==> config.mk <==
export PLATFORM = sky130hd
export DESIGN_NAME = f_pc_unit
export DESIGN_NICKNAME = d
export VERILOG_FILES = /design/src/rtl/f_pc_unit.sv
export SDC_FILE = /design/constraint.sdc
export NUM_CORES = 1
export LEC_CHECK = 0
export BUFFER_PORTS_ARGS = -buffer_cell sky130_fd_sc_hd__buf_4
export CAP_MARGIN = 20
export CORE_ASPECT_RATIO = 0.75
export CORE_MARGIN = 1.5
export CORE_UTILIZATION = 45
export CTS_CLUSTER_DIAMETER = 30
export CTS_CLUSTER_SIZE = 10
export DETAILED_ROUTE_END_ITERATION = 7
export GPL_ROUTABILITY_DRIVEN = 0
export GPL_TIMING_DRIVEN = 0
export PLACE_DENSITY = 0.85
export SLEW_MARGIN = 15
export SYNTH_ARGS = -nofsm -noshare
export SYNTH_HDL_FRONTEND = slang
export SYNTH_SLANG_ARGS = --single-unit
==> constraint.sdc <==
create_clock -name clk -period 4.5 [get_ports clk]
set_input_delay 0.9 -clock clk [delete_from_list [all_inputs] [get_ports clk]]
set_output_delay 0.9 -clock clk [all_outputs]
set_load 0.01 [all_outputs]
==> src/rtl/f_pc_unit.sv <==
// Fetch-stage PC unit: owns the PC, addresses instruction memory, builds the F/D payload.
// Latency: fetch outputs are combinational from the PC; a redirect takes effect after 1 clk edge.
// Backpressure: freeze holds the PC (req still overrides); no internal buffering.
//
// Ports:
//   clk, reset                 clock and synchronous active-high reset
//   freeze                     stall, hold the PC
//   req                        exception/interrupt taken, go to HANDLER_PC
//   d_eret, epc                eret in D and the EPC it returns to
//   d_jump, d_target           taken branch/jump in D and its target
//   d_is_branch                D holds a branch/jump, so this fetch is its delay slot
//   i_inst_addr, i_inst_rdata  instruction-memory address and combinational read data
//   out_pc, out_instr          PC and instruction handed to the F/D register
//   out_delay, out_exc_code    delay-slot flag and fetch exception code (4 = AdEL, 31 = none)
//
// Optional feature: define F_PC_RANGE_CHK_EN to also raise AdEL for fetches outside
// [IM_LO, IM_HI]. Without it only the word-alignment check is active.

module f_pc_unit #(
    parameter logic [31:0] RESET_PC   = 32'h0000_3000,
    parameter logic [31:0] HANDLER_PC = 32'h0000_4180,
    parameter logic [31:0] IM_LO      = 32'h0000_3000,
    parameter logic [31:0] IM_HI      = 32'h0000_6FFC
) (
    input  logic        clk,
    input  logic        reset,
    input  logic        freeze,
    input  logic        req,
    input  logic        d_eret,
    input  logic [31:0] epc,
    input  logic        d_jump,
    input  logic [31:0] d_target,
    input  logic        d_is_branch,
    output logic [31:0] i_inst_addr,
    input  logic [31:0] i_inst_rdata,
    output logic [31:0] out_pc,
    output logic [31:0] out_instr,
    output logic        out_delay,
    output logic [4:0]  out_exc_code
);

    localparam logic [4:0] EXC_ADEL = 5'd4;
    localparam logic [4:0] EXC_NONE = 5'd31;

`ifdef F_PC_RANGE_CHK_EN
    localparam logic RANGE_CHK = 1'b1;
`else
    localparam logic RANGE_CHK = 1'b0;
`endif

    logic [31:0] pc_q;
    logic [31:0] pc_d;
    logic        misaligned;
    logic        out_of_range;
    logic        adel;

    // Next-PC selection. req sits above freeze so an interrupt is never lost to a stall;
    // freeze sits above eret/jump so a stalled redirect is retried once the stall clears.
    always_comb begin
        pc_d = pc_q + 32'd4;
        if (req) begin
            pc_d = HANDLER_PC;
        end else if (freeze) begin
            pc_d = pc_q;
        end else if (d_eret) begin
            pc_d = epc;
        end else if (d_jump) begin
            pc_d = d_target;
        end
    end

    always_ff @(posedge clk) begin
        if (reset) begin
            pc_q <= RESET_PC;
        end else begin
            pc_q <= pc_d;
        end
    end

    // Misaligned or out-of-range targets are latched as-is; the fault shows up here,
    // on the fetch that actually uses the bad address.
    always_comb begin
        misaligned   = (pc_q[1:0] != 2'b00);
        out_of_range = (pc_q < IM_LO) || (pc_q > IM_HI);
        adel         = misaligned || (RANGE_CHK && out_of_range);
    end

    always_comb begin
        i_inst_addr  = pc_q;
        out_pc       = pc_q;
        out_exc_code = adel ? EXC_ADEL : EXC_NONE;
        // eret has no delay slot: the sequential fetch behind it is killed, even when stalled.
        if (adel || d_eret) begin
            out_instr = 32'h0000_0000;
        end else begin
            out_instr = i_inst_rdata;
        end
        out_delay = d_is_branch && !d_eret;
    end

endmodule

==> flow_summary.toml <==
[setup_path]
cp_data_arrival_time_ns = 2.62
setup.worst_path.class = "in2out"
cpPeakStageDelay_ns = 0.57
cp_max_fo = 10
crit_chain = "clkbuf_1 > clkbuf_1 > buf_1 > nor2b_1 > buf_4"
crit_path_frequent_cell = "clkbuf_1"
cpLargestDelayFamily = "buffers and inverters"
rr_worst_depth = 5
cp-end-kind = "output port"
cp.depth = 5
worstPathRequired_ns = 3.60
crit_buf_inv = 4
cp_slowest_cell = "clkbuf_1"
start_kind = "input pin"

[clock_tree]
tritoncts = "built"
post_cts_buffers = 0
cts_sinks = 32
hold_buffers = 0
path_clk_slew_ns = 0.07
post_cts_resize_count = 0
cts_root_buf = "clkbuf_8"
worst_skew_pair.late_latency_ns = 0.30
htreeDepth = 2
cts.path.max_buffers = 2
cts_made_buffers = 5

[grt]
groute.usage.overall_pct = 35.3
antenna_found_initial = 0
grt_pass1_vias = 3481
grt_overflow_total = 0
grt_pass1_wl_mm = 18.2
grt_max_degree = 11

[timing]
finalHoldViolCount = 0
tns_ns = 0
min_period_over_period_pct = 78.2
rsz0062_at_grt = "false"
worst_slew_pin_slew_ns = 0.735
skew_ns = 0.00937
finalMaxSlewViolations = 0
maxSlewHeadroom_pct = 51.0
setup_ws_ns = 0.979
setup_viol = 0
min_period_ns = 3.52
max_freq_mhz = 284

[place]
portBuffers = 199
hpwl_mm = 9.64
pre_cts_slack_ns = 1.07
place_inst = 674

[synthesis]
synth_enable_flop_cells = 0
synth-main-ff-cell = "dfxtp_1"
yosys.area.top_type = "dfxtp_1"
synth_top_cell_area_share_pct = 22.7
syn-num-nets = 501
ys_ff_latch = 32
syn_area_sq_um = 2830
syn_inst = 397
synth_cell_type_count = 55
synth_common_cells = "36 x and2_1, 36 x buf_4, 32 x dfxtp_1, 31 x nor2_1, 27 x nand2_1"
synth_async_sr_flop_share_pct = 0
yosysSeqAreaShare_pct = 22.7
yosysWarnings = 0
avgSynthCellArea_sq_um = 7.12
synthTopCellsByArea = "dfxtp_1 23%, buf_4 9.6%, and2_1 8.0%"

[finish]
num-nets-final = 707
largest_reg_flops = 30
diodes = 0
drive_gt1_share_pct = 42.2
nFillCells = 441
area_delta_synth_final_pct = 60.1
stdcell_count = 682
final_core_util_pct = 76.1

[routing]
wl_per_cell_microns = 18.4
drt_iter0_markers = 638
vias = 4010
first_pass_iters = 6
drt_wl_total_mm = 12.5
antenna_left = 0
route.detailed.vias_per_inst = 5.88
drc = 0

[pwr]
p_per_area_nw_per_um2 = 204
ir_worst_vdd_uv = 161
power.leakage_uw = 0.00209

[worst_hold_path]
hold_depth = 2
hp-class = "reg2reg"

[floorplan]
dieArea_sq_um = 6770
die_w_microns = 94.5
die_y_microns = 71.6
core_sq_um = 5950
start_util_pct = 47.5
rows = 24
ios = 205

[outcome]
outcome = "complete, no violations"

[flow_run]
drv_cap = 0
metal layers:
layer  routed length, microns  track usage, %  vias to the layer above  share of wire [%]
li1                         -               -                     1845                  -
met1                     5040            50.8                     1802                 40
met2                     5610            51.7                      335                 45
met3                     1690            9.02                       28                 13
met4                      211            10.1                        0                1.7
met5                        0               0                        -                  0
layout by cell type, fill, tap and decap left out, types with 3 or more instances in the layout:
cell	netlist	final
or3_1	3	3
nand3_1	23	23
and4_1	3	3
nor4_1	6	6
a21oi_1	26	26
buf_1	3	3
and2_1	36	36
a22oi_1	8	8
clkbuf_8	0	5
buf_4	36	235
and3_1	3	3
o22ai_1	10	10
or2_2	4	4
a31oi_1	7	7
nand4_1	9	9
nor3_1	15	15
a221o_1	5	5
clkbuf_1	22	23
nor2_1	31	31
o211ai_1	7	7
o21ai_0	22	22
a221oi_1	6	6
dfxtp_1	32	32
inv_1	7	7
nand2_1	27	27
per-stage QoR:
step	hold WS (ns)	total power, uW	instance area (sq um)
after floorplan	0.533	463	2830
after global placement	0.521	631	4420
after detailed placement	0.528	637	4420
after CTS	0.538	911	4530
after global routing	0.583	953	4530
final	0.538	924	4530
where the power goes:
part           internal, uW  switching (uW)
Sequential              295            23.1
Clock                   164             121
Combinational           171             149
Total                   631             293
cell families after synthesis:
| family | synth area share, % |
|---|---|
| other cells | 0.133 |
| buf+inv | 14.0 |
| fa+ha+maj | 0.443 |
| flops | 22.7 |
| xor+xnor | 1.24 |
| simple gates | 33.0 |
| compound gates | 27.8 |
| mux | 0.708 |
worst paths after layout:
check / endpoint / from / slack [ns]
max: out_delay / d_eret / 0.98
min: i_inst_addr[25]$_SDFFE_PP0N_ / i_inst_addr[25]$_SDFFE_PP0N_ / 0.54
max reg2reg: i_inst_addr[31]$_SDFFE_PP0N_ / i_inst_addr[4]$_SDFFE_PP0N_ / 2.26
min reg2reg: i_inst_addr[25]$_SDFFE_PP0N_ / i_inst_addr[25]$_SDFFE_PP0N_ / 0.54
tightest hold or removal path, cell delays in order (launching register included):
cell and delay (ns):
dfxtp_1 0.33, nor2_1 0.10, a21oi_1 0.06
layout make-up:
type	instances	area [sq um]	area share, %
well taps	78	97.6	2.16
plain buffers	62	369	8.16
inverters	7	26.3	0.581
clock inverters	2	35.0	0.774
flip-flops and latches	32	641	14.2
multi-input cells	296	1790	39.6
clock buffers	6	72.6	1.60
repair buffers	199	1490	33.0
(Power assumes the default switching activity.)
